--- src/rtl/reg_bus_pkg.sv ---
// ---------------------------------------------------------------------------
// reg_bus_pkg : shared types and constants for the register bus master
// Revision    : 1.0
// ---------------------------------------------------------------------------
`default_nettype none

package reg_bus_pkg;

   localparam int   DEFAULT_W_WIDTH = 8;

   localparam logic BUS_WR = 1'b1;
   localparam logic BUS_RD = 1'b0;

   typedef enum logic [1:0] {
      IDLE    = 2'd0,
      ACCESS  = 2'd1,
      RELEASE = 2'd2
   } state_t;

endpackage

`default_nettype wire

--- src/rtl/reg_bus_timer.sv ---
// ---------------------------------------------------------------------------
// reg_bus_timer : ACCESS-phase watchdog, expires on the TIMEOUT_CYCLES-th idle cycle
// Revision      : 1.0
// ---------------------------------------------------------------------------
`default_nettype none

module reg_bus_timer #(
   parameter int TIMEOUT_CYCLES = 15
) (
   input  logic clk,
   input  logic rst_n,
   input  logic clr,
   input  logic en,
   output logic expired
);

   localparam int CW = $clog2(TIMEOUT_CYCLES + 1);

   logic [CW-1:0] cnt;

   always_ff @(posedge clk or negedge rst_n) begin
      if (!rst_n) begin
         cnt <= '0;
      end else if (clr) begin
         cnt <= '0;
      end else if (en) begin
         cnt <= cnt + CW'(1);
      end
   end

   // cnt holds the number of earlier idle cycles, so this cycle is the last allowed one
   assign expired = en && (cnt == CW'(TIMEOUT_CYCLES - 1));

endmodule

`default_nettype wire

--- src/rtl/reg_bus_master.sv ---
// ---------------------------------------------------------------------------
// reg_bus_master : host-side register bus master (optional timeout: REG_BUS_MASTER_TIMEOUT_EN)
// Revision       : 1.0
// ---------------------------------------------------------------------------
`default_nettype none

module reg_bus_master
   import reg_bus_pkg::*;
#(
   parameter int W_WIDTH        = DEFAULT_W_WIDTH,
   parameter int NUM_REGS       = 4,
   parameter int TIMEOUT_CYCLES = 15
) (
   input  logic                        clk,
   input  logic                        rst_n,
   input  logic                        req_valid,
   output logic                        req_ready,
   input  logic                        req_wr,
   input  logic [W_WIDTH-1:0]          req_addr,
   input  logic [W_WIDTH-1:0]          req_wdata,
   output logic                        rsp_valid,
   output logic [W_WIDTH-1:0]          rsp_rdata,
   output logic                        rsp_err,
   output logic                        sel_en,
   output logic                        wr_rd_s,
   output logic [W_WIDTH-1:0]          addr,
   output logic [W_WIDTH-1:0]          wdata,
   input  logic [NUM_REGS-1:0]         ack_in,
   input  logic [NUM_REGS*W_WIDTH-1:0] rd_data_in
);

   state_t             state;
   logic [W_WIDTH-1:0] rd_or;
   logic               any_ack;
   logic               multi_ack;
   logic               accept;
   logic               tmo_expired;

   // Decoders drive zero when not addressed, so the OR is the selected decoder's data
   always_comb begin
      rd_or = '0;
      for (int i = 0; i < NUM_REGS; i++) begin
         rd_or = rd_or | rd_data_in[i*W_WIDTH +: W_WIDTH];
      end
   end

   assign any_ack   = |ack_in;
   assign multi_ack = |(ack_in & (ack_in - NUM_REGS'(1)));
   assign accept    = (state == IDLE) && req_valid && req_ready;

`ifdef REG_BUS_MASTER_TIMEOUT_EN
   logic tmo_en;

   assign tmo_en = (state == ACCESS) && !any_ack;

   reg_bus_timer #(
      .TIMEOUT_CYCLES (TIMEOUT_CYCLES)
   ) u_timer (
      .clk     (clk),
      .rst_n   (rst_n),
      .clr     (accept),
      .en      (tmo_en),
      .expired (tmo_expired)
   );
`else
   assign tmo_expired = 1'b0;
`endif

   always_ff @(posedge clk or negedge rst_n) begin
      if (!rst_n) begin
         state     <= IDLE;
         req_ready <= 1'b0;
         sel_en    <= 1'b0;
         wr_rd_s   <= BUS_RD;
         addr      <= '0;
         wdata     <= '0;
         rsp_valid <= 1'b0;
         rsp_rdata <= '0;
         rsp_err   <= 1'b0;
      end else begin
         rsp_valid <= 1'b0;
         case (state)
            IDLE: begin
               req_ready <= 1'b1;
               if (accept) begin
                  req_ready <= 1'b0;
                  sel_en    <= 1'b1;
                  wr_rd_s   <= req_wr ? BUS_WR : BUS_RD;
                  addr      <= req_addr;
                  wdata     <= req_wdata;
                  state     <= ACCESS;
               end
            end
            ACCESS: begin
               if (any_ack || tmo_expired) begin
                  sel_en    <= 1'b0;
                  rsp_valid <= 1'b1;
                  state     <= RELEASE;
                  if (any_ack && !multi_ack) begin
                     rsp_err   <= 1'b0;
                     rsp_rdata <= (wr_rd_s == BUS_WR) ? '0 : rd_or;
                  end else begin
                     rsp_err   <= 1'b1;
                     rsp_rdata <= '0;
                  end
               end
            end
            RELEASE: begin
               // Wait for every decoder to drop ack so a stale ack cannot hit the next access
               if (!any_ack) begin
                  state     <= IDLE;
                  req_ready <= 1'b1;
               end
            end
            default: state <= IDLE;
         endcase
      end
   end

endmodule

`default_nettype wire

--- config.mk ---
export PLATFORM = sky130hd
export DESIGN_NAME = reg_bus_master
export DESIGN_NICKNAME = d
export VERILOG_FILES = /design/src/rtl/reg_bus_pkg.sv /design/src/rtl/reg_bus_timer.sv /design/src/rtl/reg_bus_master.sv
export SDC_FILE = /design/constraint.sdc
export NUM_CORES = 1
export LEC_CHECK = 0
export ABC_AREA = 1
export BUFFER_PORTS_ARGS = -buffer_cell sky130_fd_sc_hd__buf_2
export CORE_UTILIZATION = 42
export CTS_CLUSTER_DIAMETER = 120
export DETAILED_ROUTE_END_ITERATION = 8
export PLACE_DENSITY_LB_ADDON = 0.25
export SYNTH_ARGS = -nofsm -noshare
export SYNTH_HDL_FRONTEND = slang
export SYNTH_SLANG_ARGS = --single-unit
export TNS_END_PERCENT = 50
--- constraint.sdc ---
create_clock -name clk -period 1.3 [get_ports clk]
set_input_delay 0.26 -clock clk [delete_from_list [all_inputs] [get_ports clk]]
set_output_delay 0.26 -clock clk [all_outputs]
set_load 0.01 [all_outputs]
# After elaboration in Yosys (flattened, before gate mapping)
# Index checks and enable logic that the tools add are counted.
word_totals:
  register_bits: 31
  wordCells: 49
op_classes:
  n_eq_ne: 5
  n_bitwise: 4
  mux: 16
  add_sub_neg: 1
  reduce_logical: 14
op_table:
  columns: ["cell", "n"]
  rows:
  - ["$or A8 B8 Y8", 3]
  - ["$mux W8", 2]
  - ["$mux W1", 8]
  - ["$reduce_or A4 Y1", 2]
  - ["$mux W2", 3]
  - ["$ne A2 B2 Y1 const B", 3]
  - ["$pmux W2 S3", 1]
  - ["$reduce_and A2 Y1", 3]
  - ["$reduce_and A3 Y1", 2]
  - ["$and A4 B4 Y4", 1]
  - ["$pmux W1 S2", 2]
  - ["$reduce_bool A2 Y1", 2]
  - ["$sub A4 B1 Y4 const B", 1]
  - ["$logic_and A1 B1 Y1", 3]
  - ["$eq A2 B1 Y1 const B", 1]
  - ["$eq A2 B2 Y1 const B", 1]
  - ["$logic_not A2 Y1", 1]
  - ["$logic_not A1 Y1", 1]

# Longest topological paths before layout
# Gate-level depths: netlist of run 1.
depth:
  ltp_word: 6
  mapped_depth: 7
  mapped_depth_nobuf: 7

# Worst setup path before layout of run 1
# Ideal clock, no wire load.
synth_path:
  path_type: "reg-to-reg"
  from: "register state[1]"
  to: "register addr[0]"
  path_buffers: 1
  period_less_slack_ps: 1156
  arrival_time_ps: 1039
  stages_incl_launch_ff: 7
  required_ps: 1183
  slack_ps: 144
  cell_sequence: "dfrtp_1 or2_1 nor2_2 inv_2 buf_6 nand2_1 nand2_1"
synth_between:
  elab_chain_len: 4
synth_rtl:
  columns: ["item", "line", "rtl"]
  rows:
  - ["start: declaration", "reg_bus_master.sv:32", "state_t state;"]
  - ["start signal: assignment", "reg_bus_master.sv:71", "state <= IDLE;"]
  - ["start signal: assignment", "reg_bus_master.sv:91", "state <= ACCESS;"]
  - ["start signal: assignment", "reg_bus_master.sv:98", "state <= RELEASE;"]
  - ["$logic_not A2 Y1 (*)", "reg_bus_master.sv:49, reg_bus_master.sv:82", null]
  - ["$logic_and A1 B1 Y1 (2 in a row)", "reg_bus_master.sv:49", "assign accept = (state == IDLE) && req_valid && req_ready;"]
  - ["$reduce_and A2 Y1 (no line) (*)", null, null]
  - ["end signal: assignment", "reg_bus_master.sv:89", "addr <= req_addr;"]
  - ["end: declaration", "reg_bus_master.sv:26", "output logic [W_WIDTH-1:0] addr,"]
# Mark *: on every way between the ends. The rest lies on a longest branch, timed or not.
# A chain may end at the register's enable or synchronous reset.

# Worst setup path after layout of run 1
layout_path:
  from: "register wr_rd_s"
  to: "output port wr_rd_s"
layout_rtl:
  columns: ["item", "line", "rtl"]
  rows:
  - ["start: declaration", "reg_bus_master.sv:25", "output logic wr_rd_s,"]
  - ["start signal: assignment", "reg_bus_master.sv:88", "wr_rd_s <= req_wr ? BUS_WR : BUS_RD;"]
# No word-level cell between the ends.

==> results.sh, run 1 <==
export IMPL_critical_path_top_delay_family="flip-flops"
export IMPL_buffer_ports_inserted=84
export IMPL_placed_cells_incl_taps=295
export IMPL_detailedRoute_firstPassIterationCount=4
export IMPL_clockRootBuffer="sky130_fd_sc_hd__clkbuf_4"
export IMPL_path_cells="buf_2"
export IMPL_synth_top_cells_by_area="sky130_fd_sc_hd__dfrtp_1 (58%), sky130_fd_sc_hd__nand2_1 (23%), sky130_fd_sc_hd__nor2_1 (5.6%)"
export IMPL_route_vias_total=1360
export IMPL_layout_nets=316
export IMPL_grt_antenna_before_repair=0
export IMPL_wire_per_inst_um=10.0
export IMPL_final_setup_viol_count=0
export IMPL_diodes=0
export IMPL_placement_rows=20
export IMPL_crit_arrival_ns=0.95
export IMPL_drt_total_wl_um=3050
export IMPL_netlist_area_before_placement_mm2=0.00135
export IMPL_fp_dieH_um=58.6
export IMPL_tightest_slew_ns=0.378
export IMPL_synth_top_cell_area_share=0.576
export IMPL_static_leakage_power_nw=1.15
export IMPL_fillers=299
export IMPL_instance_count_of_the_mapped_netlist=166
export IMPL_worst_setup_hold_path_clk_slew_ns=0.09
export IMPL_hpwl_um=2380
export IMPL_power_switching_fraction=0.387
export IMPL_slew_headroom=0.748
export IMPL_number_of_h_tree_branching_levels=2
export IMPL_cts_buffers=5
export IMPL_sequentialPowerShare=0.437
export IMPL_min_period_ns=1.21
export IMPL_pwr_density_cell_mw_per_mm2=1930
export IMPL_period_utilization_post_route=0.932
export IMPL_vdd_drop_max_uv=1120
export IMPL_post_cts_setup_buffers=0
export IMPL_grt_max_degree=19
export IMPL_cts_max_path_buffers=2
export IMPL_synth_seq_area_share=0.576
export IMPL_netSwitchingPower_mw=1.43
export IMPL_synth_most_common_cell="sky130_fd_sc_hd__nand2_1"
export IMPL_cts_tree="yes"
export IMPL_clk_latency_ns=0.32
export IMPL_drive_above_1_share=0.400
export IMPL_clock_power_share=0.149
export IMPL_fin_util=0.625
export IMPL_async_flop_share=1.00
export IMPL_globalRouteTotalUtil=0.194
export IMPL_fin_area_mm2=0.00191
export IMPL_synth_top_flop_cell="sky130_fd_sc_hd__dfrtp_1"
export IMPL_report_final_slew_viol_count=0
export IMPL_critPathBufInv=1
export IMPL_design_die_area_mm2=0.00344
export IMPL_synth_ff_latch_count=31
export IMPL_critPathMaxStageDelay_ns=0.47
export IMPL_max_capacitance_violation_count=0
export IMPL_setup_worst_path_start="wr_rd_s"
export IMPL_report_final_hold_viol_count=0
export IMPL_clock_fmax_ghz=0.825
export IMPL_critPathRequiredTime_ns=1.04
export IMPL_netlist_top_cells_count="sky130_fd_sc_hd__nand2_1 (83), sky130_fd_sc_hd__dfrtp_1 (31), sky130_fd_sc_hd__nor2_1 (20)"
export IMPL_hold_start="req_addr[4]"
export IMPL_clock_sink_count=31
export IMPL_timing_critical_path_from_type="flop"
export IMPL_p_total_mw=3.69
export IMPL_int_power_mw=2.26
export IMPL_synth_warnings=0
export IMPL_dr_first_iter_drc_count=27
export IMPL_netlist_top_cell_by_area="sky130_fd_sc_hd__dfrtp_1"
export IMPL_initial_core_util=0.441
export IMPL_grt_first_pass_wirelength_um=4830
export IMPL_area_growth_pct=41.6
export IMPL_synth_edf_count=0
export IMPL_place_congestion=0.699
export IMPL_placed_area_mm2=0.00183
export IMPL_globalRoute_totalOverflow=0
export IMPL_status="completed"
export IMPL_stdcell_count=304
export IMPL_crit_path_max_fanout=9
export IMPL_vias_in_the_first_global_route=1186
export IMPL_remaining_drc_errors=0
export IMPL_ioPinCount=85
export IMPL_hold_path_class="in2reg"
export IMPL_ant_nets=0
export IMPL_fp_coreArea_mm2=0.00305
export IMPL_floorplan_die_width_um=58.6
export IMPL_power_combinational_fraction=0.413
export IMPL_worst_setup_path_type="reg2out"
export IMPL_syn_nets=222
export IMPL_yosysUniqueCellTypes=17
export IMPL_route_detailed_vias_per_inst=4.47
export IMPL_clock_skew_ns=0.00991
export IMPL_final_total_negative_setup_slack_ns=0
export IMPL_timing_critical_path_to_type="output pin"
export IMPL_cp_slowest_cell="sky130_fd_sc_hd__dfrtp_2"
export IMPL_rr_startpoint="state[1]"
export IMPL_rsz_0062_raised_after_global_routing="true"
export IMPL_synth_area_per_cell_um2=8.12
per-stage QoR:
stage | hold WS [ns] | worst slack [ns]
6_report | 0.134 | 0.0883
2_1_floorplan | -0.0356 | 0.144
3_5_place_dp | 0.200 | 0.0193
3_3_place_gp | 0.195 | 0.0654
5_1_grt | 0.112 | -0.0282
4_1_cts | 0.116 | 0.00118
routing by layer:
metal | routed length, um | global-route usage | vias to the layer above
met1 | 1310 | 0.232 | 592
met2 | 1430 | 0.325 | 66
met4 | 30 | 0.0612 | 0
met3 | 280 | 0.0747 | 4
li1 | - | - | 698
met5 | 0 | 0 | -
what timing repair did:
item / in CTS / in global routing
hold buffers: 1 / 0
setup endpoints to repair: 0 / 12
gates resized for setup: 0 / 3
endpoints found under the hold margin: 14 / 0
tightest hold or removal path, delay by kind of cell:
family	cells	cell delay, ns
AND/OR/NAND/NOR	2	0.09
buffers and inverters	1	0.08
sequential cells by signal, indices dropped and copies added, names as in the netlist:
name       cells
state          2
wr_rd_s        1
sel_en         1
rsp_err        1
wdata          8
rsp_valid      1
req_ready      1
addr           8
rsp_rdata      8
area by class of cell:
class | instances | area (um2) | area share
Timing Repair Buffer | 91 | 488 | 0.256
Timing Repair inverter | 1 | 5.00 | 0.00262
Sequential cell | 31 | 777 | 0.407
Inverter | 6 | 26.3 | 0.0138
Clock inverter | 1 | 5.00 | 0.00262
Tap cell | 44 | 55.1 | 0.0289
Multi-Input combinational cell | 124 | 500 | 0.262
Clock buffer | 6 | 51.3 | 0.0269
kinds of logic after synthesis:
family / after synthesis / synth area share
AOI/OAI and AO/OA: 11 / 0.0427
buffers and inverters: 11 / 0.0548
DFF: 31 / 0.576
and+or+nand+nor: 113 / 0.327
cells in the final DEF, fill, tap and decap left out:
| cell | n |
|---|---|
| sky130_fd_sc_hd__nand2_1 | 82 |
| sky130_fd_sc_hd__inv_2 | 1 |
| sky130_fd_sc_hd__buf_2 | 84 |
| sky130_fd_sc_hd__a21oi_1 | 8 |
| sky130_fd_sc_hd__nor2_2 | 1 |
| sky130_fd_sc_hd__nand2_2 | 2 |
| sky130_fd_sc_hd__buf_4 | 5 |
| sky130_fd_sc_hd__clkinvlp_2 | 1 |
| sky130_fd_sc_hd__dfrtp_2 | 1 |
| sky130_fd_sc_hd__or2_1 | 1 |
| sky130_fd_sc_hd__dlygate4sd3_1 | 1 |
| sky130_fd_sc_hd__inv_1 | 4 |
| sky130_fd_sc_hd__nand3_1 | 7 |
| sky130_fd_sc_hd__clkinv_2 | 1 |
| sky130_fd_sc_hd__buf_12 | 1 |
| sky130_fd_sc_hd__dfrtp_1 | 30 |
| sky130_fd_sc_hd__clkinvlp_4 | 1 |
| sky130_fd_sc_hd__nor2_1 | 20 |
| sky130_fd_sc_hd__o21ai_0 | 2 |
| sky130_fd_sc_hd__o31ai_1 | 1 |
| sky130_fd_sc_hd__clkbuf_4 | 5 |
| sky130_fd_sc_hd__clkbuf_8 | 1 |
power by group through the flow:
| stage | Combinational, mW | Clock (mW) | Sequential [mW] |
|---|---|---|---|
| finish | 1.53 | 0.550 | 1.61 |
| global route | 1.75 | 0.630 | 1.66 |
| CTS | 1.54 | 0.576 | 1.61 |
| detailed placement | 1.53 | 0 | 1.63 |
| global placement | 1.51 | 0 | 1.62 |
| floorplan | 0.761 | 0 | 1.78 |
path summary, 6_finish.rpt:
check	endpoint	slack, ns	depth (start not counted)
worst min register to register	addr[1]	0.48	2
max in group asynchronous	wdata[2]	0.50	3
worst max-delay path	wr_rd_s	0.09	1
worst min-delay path	addr[4]	0.13	3
worst max register to register	addr[0]	0.09	5
min in group asynchronous	rsp_rdata[5]	0.39	2
(Power assumes the default switching activity.)
==> inputs of run 2 (changes only) <==
--- a/config.mk
+++ b/config.mk
@@ -7,7 +7,7 @@
 export LEC_CHECK = 0
 export ABC_AREA = 1
 export BUFFER_PORTS_ARGS = -buffer_cell sky130_fd_sc_hd__buf_2
-export CORE_UTILIZATION = 42
+export CORE_UTILIZATION = 45
 export CTS_CLUSTER_DIAMETER = 120
 export DETAILED_ROUTE_END_ITERATION = 8
 export PLACE_DENSITY_LB_ADDON = 0.25
==> constraint.sdc (replaced) <==
create_clock -name clk -period 1.5 [get_ports clk]
set_input_delay 0.3 -clock clk [delete_from_list [all_inputs] [get_ports clk]]
set_output_delay 0.3 -clock clk [all_outputs]
set_load 0.01 [all_outputs]
==> run 2 against run 1 <==
Compared with the run above: the run now ends with DRC, hold timing left; largest cell class unchanged; utilization grew 2.9 points; largest power group unchanged; die area down 6.5%; final cell count shrank 5.9%; sequential share of layout area is 1.6 points higher; final area fell by 3.9%; register-to-register slack improved by 0.13 ns; clock skew down 0.0056 ns; power shrank 15%.
==> results.sh, run 2 (synthesized netlist as in run 1, its figures left out) <==
export IMPL_grt_antenna_before_repair=0
export IMPL_clockRootBuffer="sky130_fd_sc_hd__clkbuf_4"
export IMPL_design_die_area_mm2=0.00322
export IMPL_post_cts_setup_buffers=0
export IMPL_clock_fmax_ghz=0.757
export IMPL_drt_total_wl_um=2940
export IMPL_fillers=266
export IMPL_wire_per_inst_um=10.3
export IMPL_diodes=0
export IMPL_area_growth_pct=36.1
export IMPL_crit_arrival_ns=1.02
export IMPL_regArea_um2=776
export IMPL_post_cts_hold_buffer_count=0
export IMPL_static_leakage_power_nw=1.13
export IMPL_layout_cells_most_common="sky130_fd_sc_hd__buf_2"
export IMPL_timing_critical_path_to_type="output pin"
export IMPL_route_vias_total=1347
export IMPL_vdd_drop_max_uv=1140
export IMPL_period_utilization_post_route=0.881
export IMPL_worstSetupPathDepth=1
export IMPL_clk_latency_ns=0.32
export IMPL_detailedRoute_firstPassIterationCount=6
export IMPL_fp_coreArea_mm2=0.00281
export IMPL_crit_path_max_fanout=9
export IMPL_status="complete, but fails checks"
export IMPL_final_total_negative_setup_slack_ns=0
export IMPL_place_congestion=0.745
export IMPL_pwr_density_cell_mw_per_mm2=1720
export IMPL_cp_slowest_cell="sky130_fd_sc_hd__dfrtp_1"
export IMPL_floorplan_die_width_um=56.7
export IMPL_cts_buffers=5
export IMPL_cts_max_path_buffers=2
export IMPL_vias_in_the_first_global_route=1167
export IMPL_slew_headroom=0.564
export IMPL_hpwl_um=2290
export IMPL_tightest_slew_ns=0.654
export IMPL_globalRouteTotalUtil=0.201
export IMPL_r2r_worst_path_cells=6
export IMPL_fin_area_mm2=0.00183
export IMPL_clock_sink_count=31
export IMPL_report_final_hold_viol_count=9
export IMPL_critPathBufInv=1
export IMPL_layout_nets=311
export IMPL_cts_tree="yes"
export IMPL_drive_above_1_share=0.380
export IMPL_timing_critical_path_from_type="flop"
export IMPL_final_critical_path_setup_slack_ns=0.178
export IMPL_fp_dieH_um=56.7
export IMPL_grt_max_degree=32
export IMPL_worst_setup_path_type="reg2out"
export IMPL_dr_first_iter_drc_count=41
export IMPL_route_detailed_vias_per_inst=4.71
export IMPL_critical_path_top_delay_family="flip-flops"
export IMPL_max_capacitance_violation_count=0
export IMPL_min_period_ns=1.32
export IMPL_multi_input_comb_area_um2=498
export IMPL_hold_path_class="in2async"
export IMPL_final_setup_viol_count=0
export IMPL_layout_top_registers="addr x8, rsp_rdata x8, wdata x8"
export IMPL_p_total_mw=3.15
export IMPL_ioPinCount=85
export IMPL_remaining_drc_errors=20
export IMPL_critPathRequiredTime_ns=1.20
export IMPL_placed_area_mm2=0.00178
export IMPL_violations="DRC, hold timing"
export IMPL_rsz_0062_raised_after_global_routing="false"
export IMPL_finalHoldWorstSlack_ns=-0.00280
export IMPL_globalRoute_totalOverflow=0
export IMPL_buffer_ports_inserted=84
export IMPL_report_final_slew_viol_count=0
export IMPL_initial_core_util=0.480
export IMPL_placement_setup_worst_slack_ns=0.0407
export IMPL_layout_common_cells="sky130_fd_sc_hd__buf_2 (84), sky130_fd_sc_hd__nand2_1 (83), sky130_fd_sc_hd__dfrtp_1 (31)"
export IMPL_grt_first_pass_wirelength_um=4870
export IMPL_ant_nets=0
export IMPL_critPathMaxStageDelay_ns=0.51
export IMPL_worst_setup_hold_path_clk_slew_ns=0.09
export IMPL_number_of_h_tree_branching_levels=2
export IMPL_path_cells="buf_2"
export IMPL_post_cts_resize_count=0
export IMPL_clock_skew_ns=0.00430
export IMPL_placement_rows=19
[run 2: layout make-up]
class / instances / share of cell area
inverters: 6 / 0.0123
clock buffers: 6 / 0.0280
repair buffers: 87 / 0.241
well taps: 31 / 0.0211
multi-input cells: 124 / 0.271
flip-flops and latches: 31 / 0.423
clock inverters: 1 / 0.00273
[run 2: metal layers]
metal / global-route usage / vias up / wire length (um)
met5: 0 / - / 0
met4: 0.0643 / 0 / 38
met3: 0.0691 / 5 / 299
met2: 0.325 / 70 / 1370
met1: 0.253 / 583 / 1230
li1: - / 689 / -
[run 2: report_power, final]
group | switching [mW] | total, mW | internal [mW]
sequential | 0.215 | 1.40 | 1.19
clock | 0.261 | 0.478 | 0.217
combinational | 0.745 | 1.27 | 0.528
total | 1.22 | 3.15 | 1.93
[run 2: path summary, 6_finish.rpt]
check                            start           end  slack [ns]
setup / recovery               wr_rd_s       wr_rd_s        0.18
hold / removal                   rst_n  rsp_rdata[4]      -0.003
setup reg to reg              state[0]  rsp_rdata[1]        0.22
hold reg to reg               wdata[1]      wdata[1]        0.47
max in group asynchronous        rst_n       addr[0]        1.08
min in group clk           req_addr[2]       addr[2]        0.17
[run 2: stage by stage]
step	std cells	util
2_1_floorplan	166	-
3_3_place_gp	279	0.634
3_5_place_dp	279	0.634
4_1_cts	286	0.654
5_1_grt	286	0.654
6_report	286	0.654
